`src/rtl/serial_adder.sv`:
```
// serial_adder: bit-serial adder that sequences one fulladder cell LSB-first,
// with valid/ready handshakes on both the operand and result sides.
module fulladder (
    input  logic i0,
    input  logic i1,
    input  logic ci,
    output logic s,
    output logic co
);
    assign s  = i0 ^ i1 ^ ci;
    assign co = (i0 & i1) | (ci & (i0 ^ i1));
endmodule

module serial_adder #(
    parameter int WIDTH = 8
) (
    input  logic             clk,
    input  logic             rst_n,
    input  logic             in_valid,
    output logic             in_ready,
    input  logic [WIDTH-1:0] a,
    input  logic [WIDTH-1:0] b,
    input  logic             cin,
    output logic             out_valid,
    input  logic             out_ready,
    output logic [WIDTH-1:0] sum,
    output logic             cout,
    output logic             busy
);
    localparam int CW = $clog2(WIDTH);
    typedef enum logic [1:0] {IDLE, RUN, DONE} state_t;
    state_t state, state_nx;
    logic [WIDTH-1:0] a_sh, b_sh, sum_sh;
    logic [CW-1:0] cnt;
    logic carry, s, co, last;
    fulladder u_fa (.i0(a_sh[0]), .i1(b_sh[0]), .ci(carry), .s(s), .co(co));
    assign last = cnt == CW'(WIDTH - 1);
    always_ff @(posedge clk or negedge rst_n) begin
        if (!rst_n) state <= IDLE;
        else        state <= state_nx;
    end
    always_comb begin
        state_nx  = state;
        in_ready  = state == IDLE;
        out_valid = state == DONE;
        busy      = state != IDLE;
        case (state)
            IDLE:    state_nx = in_valid ? RUN : IDLE;
            RUN:     state_nx = last ? DONE : RUN;
            DONE:    state_nx = out_ready ? IDLE : DONE;
            default: state_nx = IDLE;
        endcase
    end
    // Operands only load on the IDLE handshake, so inputs are never sampled while busy.
    always_ff @(posedge clk or negedge rst_n) begin
        if (!rst_n) begin
            a_sh   <= '0;
            b_sh   <= '0;
            sum_sh <= '0;
            carry  <= 1'b0;
            cnt    <= '0;
            sum    <= '0;
            cout   <= 1'b0;
        end else if (state == IDLE && in_valid) begin
            a_sh  <= a;
            b_sh  <= b;
            carry <= cin;
            cnt   <= '0;
        end else if (state == RUN) begin
            sum_sh <= {s, sum_sh[WIDTH-1:1]};
            a_sh   <= a_sh >> 1;
            b_sh   <= b_sh >> 1;
            carry  <= co;
            cnt    <= cnt + 1'b1;
            if (last) begin
                sum  <= {s, sum_sh[WIDTH-1:1]};
                cout <= co;
            end
        end
    end
endmodule

```
`config.mk`:
```
export PLATFORM = sky130hd
export DESIGN_NAME = serial_adder
export DESIGN_NICKNAME = d
export VERILOG_FILES = /design/src/rtl/serial_adder.sv
export SDC_FILE = /design/constraint.sdc
export NUM_CORES = 1
export LEC_CHECK = 0
export BUFFER_PORTS_ARGS = -buffer_cell sky130_fd_sc_hd__buf_2
export CAP_MARGIN = 5
export CORE_MARGIN = 8
export CORE_UTILIZATION = 58
export DETAILED_ROUTE_END_ITERATION = 10
export PLACE_DENSITY = 0.83
export SLEW_MARGIN = 10
export SYNTH_ARGS = -nofsm -noshare
export SYNTH_HDL_FRONTEND = slang
export SYNTH_HIERARCHICAL = 1
export SYNTH_SLANG_ARGS = --single-unit
```
`constraint.sdc`:
```
create_clock -name clk -period 3.2 [get_ports clk]
set_clock_uncertainty 0.2 [all_clocks]
set_input_delay 0.48 -clock clk [delete_from_list [all_inputs] [get_ports clk]]
set_output_delay 0.48 -clock clk [all_outputs]
set_load 0.02 [all_outputs]
```
**Word level (Yosys, flattened, before mapping)**

Cells that the tools add are included.

- Add/sub/neg operators: 1
- Shift operators: 0
- Reduce and logical (&&, ||, !) cells: 6
- Multipliers: 0
- Divide/modulo/power cells: 0
- Bitwise logic cells: 6
- Equality and inequality tests: 3
- $lt $le $gt $ge: 0
- Mux-type cells: 12

Operators by type and width:

| operator | number |
|---|---|
| 8-bit two-way mux | 4 |
| 3-bit two-way mux | 2 |
| 2-bit case mux with 3 select lines | 1 |
| 2-bit two-way mux | 2 |
| 2-bit nonzero test | 2 |
| 3-bit by 1-bit adder with 3-bit output, second input constant | 1 |
| 3-bit == test, second input constant | 1 |
| 1-bit two-way mux | 3 |
| 3-bit AND reduction | 1 |
| 1-bit AND | 2 |
| 2-bit by 1-bit == test with 1-bit output, second input constant | 1 |
| 2-bit == test, second input constant | 1 |
| 2-bit zero test | 1 |
| 2-bit AND reduction | 1 |
| 1-bit bitwise XOR | 2 |
| 1-bit logical AND | 1 |
| 1-bit inverter | 1 |
| 1-bit bitwise OR | 1 |

- Memory bits (writable): 0
- Logic and storage cells: 36
- Register bits: 39
- Memories kept: 0
- Bits in read-only memories: 0
- Bits of input ports: 21
- Bits in latches: 0

**Logic depth before layout (Yosys ltp)**

- Depth in word-level cells: 5
- Gate-level depth with buffers: 5
- Depth with buffers taken out: 4

**By module**

Netlist, hierarchy kept.

Modules (own cells, without submodules):

| module | seq. area each (um2) | cells an instance | instances | area each (um2) |
|---|---|---|---|---|
| serial_adder | 950.9 | 120 | 1 | 1716.6 |
| fulladder | 0.0 | 1 | 1 | 20.0 |

**Least setup slack after synthesis**

No wires, ideal clock.

- Path type: register to output
- From: reg state[0]
- To: out in_ready
- Arrival time: 1145 ps
- Cell stages (with the launch flop): 5
- Slack: 1375 ps
- Data required time: 2520 ps
- Path through: dfrtp_1 > buf_6 > clkbuf_2 > or2_2 > inv_1

- Cells in the longest elaborated chain, start to end: 1

RTL lines:

| element | line | source |
|---|---|---|
| from (decl) | 32 | `state_t state, state_nx;` |
| from (signal assigned) | 40 | `else state <= state_nx;` |
| 2-bit zero test | 44 | `in_ready = state == IDLE;` |
| to (decl) | 20 | `output logic in_ready,` |

No other way between the ends.

**Worst setup path in the final report**

- From: reg state[1]
- To: out in_ready

The elaborated chain is that of the path after synthesis.

==> results.ini <==
[finish]
nets = 172
fin_area_mm2 = 0.001939
drive_above_1_share_pct = 47.65
area_growth_pct = 11.67
fillers = 240
layout_commonest_cell = dfrtp_1
instances_no_fill = 182
final_cell_mix = 38 x dfrtp_1, 32 x buf_2, 16 x mux2_2
diodes = 0

[synth]
synth_top_area_share_pct = 54.76
yosys.area.top_type = dfrtp_1
syn-num-nets = 145
ys_types = 25
synth_area_leaders = dfrtp_1 55%, mux2_2 10%, o221a_2 9.7%
syn_inst = 121
yosys_register_bits = 38
seq_area_frac_synth_pct = 54.76
netlist_area_mm2 = 0.001737
synth_edf_count = 0
ys_async_sr_fraction_pct = 100.0
yosysWarnings = 6
syn_area_per_cell_um2 = 14.35
ys.flop_type = dfrtp_1

[worst_setup_path]
r2r_start = state[1]
cp_cell_sequence = or2_2 -> inv_1 -> buf_2
setup.worst_path.start_class = flop
cp_slowest_stage_delay_ps = 640
worst-path-buf-inv = 2
worstPathMaxFanout = 27
crit_type = reg -> out
arrival_ps = 1590
cp-end-kind = primary output
crit_family = flip-flops
worstPathRequired_ps = 2520
critPathSlowestCell = dfrtp_1
crit_path_start = state[1]

[pwr]
switchingPower_uw = 667.6
power.share.sequential_pct = 45.9
clkPwrFrac_pct = 16.1
p_comb_share_pct = 38.1
p_leak_uw = 0.0008890
p_int_uw = 1286
peakVddDrop_mv = 0.3872
swShare_pct = 34.17
powerDensity_mw_per_mm2 = 1007

[clock_tree]
clkSinkCount = 38
clock_path_buffers = 2
cts_resized = 0
path_clk_slew_ps = 110
tritoncts = yes
cts_setup_buffers = 0
htreeDepth = 2
hold_buffers = 0
root_buffer = clkbuf_4
cts_made_buffers = 5
clk_latency_ps = 340

[die]
io_pins = 33
die_w_um = 70.72
die_y_um = 70.72
start_util_pct = 58.81
die_area_mm2 = 0.005001
core.rowCount = 20
core_area_mm2 = 0.002953

[timing]
rsz0062_at_grt = no
final.min_clock_period_ps = 2272
max_freq_mhz = 440.2
post-route-period-util_pct = 71.00
hold_viol = 0
tightest_slew_ps = 809.1
fin_setup_tns_ps = 0
slew_violations = 0
setup_viol = 0
slew_headroom_pct = 46.06

[detailed_routing]
post_drt_wl_per_cell_um = 17.71
drt-pass1-iter-count = 4
ant_nets = 0
routed_wl_um = 3224
vias = 1109
via_per_inst = 6.093
drc = 0
drt_iter0_drc = 90

[grt]
grt_max_degree = 39
grt_pass1_wl_um = 5520
grt_busiest_layer = met2
grt_pass1_vias = 1128
grt_util_met2_pct = 20.60
use_met1_pct = 17.72
overflow = 0
antenna_found_initial = 0
grtUsageTotal_pct = 14.07
met3_usage_pct = 5.791

[place]
port_buffers = 32
dp_hpwl_um = 2265
routabilityCongestion = 0.7090
placed_cells = 174
post_dp_cell_area_mm2 = 0.001864

[flow_run]
cap_violations = 0

[run_status]
status = finished, final reports clean

[hold_path]
hold_path_class = in -> async

==> worst reg2reg max path, stage by stage (launching register included) <==
cell and delay (ps):
dfrtp_1 790, nand2b_1 700, mux2_2 410
==> registers in the layout (all words and copies together) (netlist names) <==
name	cells
b_sh	8
sum_sh	7
carry	1
cout	1
state	2
sum	8
a_sh	8
cnt	3
==> final timing paths <==
check,to,slack (ps),depth (start not counted)
setup / recovery,in_ready,930,3
hold / removal,b_sh[4],10,1
setup reg to reg,sum_sh[5],1000,2
hold reg to reg,cnt[0],300,1
max in group asynchronous,b_sh[6],2270,1
min in group clk,state[1],110,2
==> through the flow <==
| step | hold WS [ps] | utilization (%) | setup WS [ps] | power, uW |
|---|---|---|---|---|
| 2_1_floorplan | -15.59 | - | 1375 | 1475 |
| 3_3_place_gp | 272.8 | 63.14 | 1081 | 1602 |
| 3_5_place_dp | 290.0 | 63.14 | 1017 | 1652 |
| 4_1_cts | 31.02 | 65.68 | 901.9 | 1971 |
| 5_1_grt | 60.57 | 65.68 | 746.0 | 2088 |
| 6_report | 14.37 | 65.68 | 928.1 | 1954 |
==> synth_stat cells, types with 2 or more instances <==
cell type / number
dfrtp_1: 38
mux2_2: 16
o221a_2: 15
or4b_1: 15
buf_2: 6
nand2b_1: 4
a211o_1: 2
a22o_1: 2
buf_6: 2
clkbuf_2: 2
ha_1: 2
inv_1: 2
nor3b_1: 2
nor4bb_1: 2
==> per-layer routing <==
| metal | routed length (um) | vias to the layer above |
|---|---|---|
| met5 | 0 | - |
| met4 | 51 | 0 |
| li1 | - | 529 |
| met3 | 189 | 6 |
| met1 | 1431 | 542 |
| met2 | 1551 | 32 |
==> layout make-up <==
| class | count | area, um^2 | area share [%] |
|---|---|---|---|
| inverters | 2 | 7.507 | 0.3871 |
| flip-flops and latches | 38 | 950.9 | 49.03 |
| well taps | 33 | 41.29 | 2.129 |
| repair buffers | 32 | 160.2 | 8.258 |
| clock buffers | 7 | 45.04 | 2.323 |
| multi-input cells | 69 | 704.4 | 36.32 |
| clock inverters | 1 | 30.03 | 1.548 |
==> power by group through the flow <==
| stage | combinational (uW) | sequential [uW] | clock [uW] |
|---|---|---|---|
| after CTS | 751 | 898 | 322 |
| after global routing | 807 | 936 | 345 |
| final | 743 | 896 | 314 |
| after detailed placement | 744 | 909 | 0 |
| after floorplan | 586 | 889 | 0 |
| after global placement | 715 | 887 | 0 |
==> cells by family after synthesis <==
group | Yosys count | synth area share, %
DFF | 38 | 54.75
adders and majority gates | 3 | 2.593
muxes | 17 | 10.95
buffers and inverters | 14 | 4.683
AOI/OAI and AO/OA | 23 | 13.33
and+or+nand+nor | 26 | 13.69
Note: power is estimated with default switching activity, not from simulation.
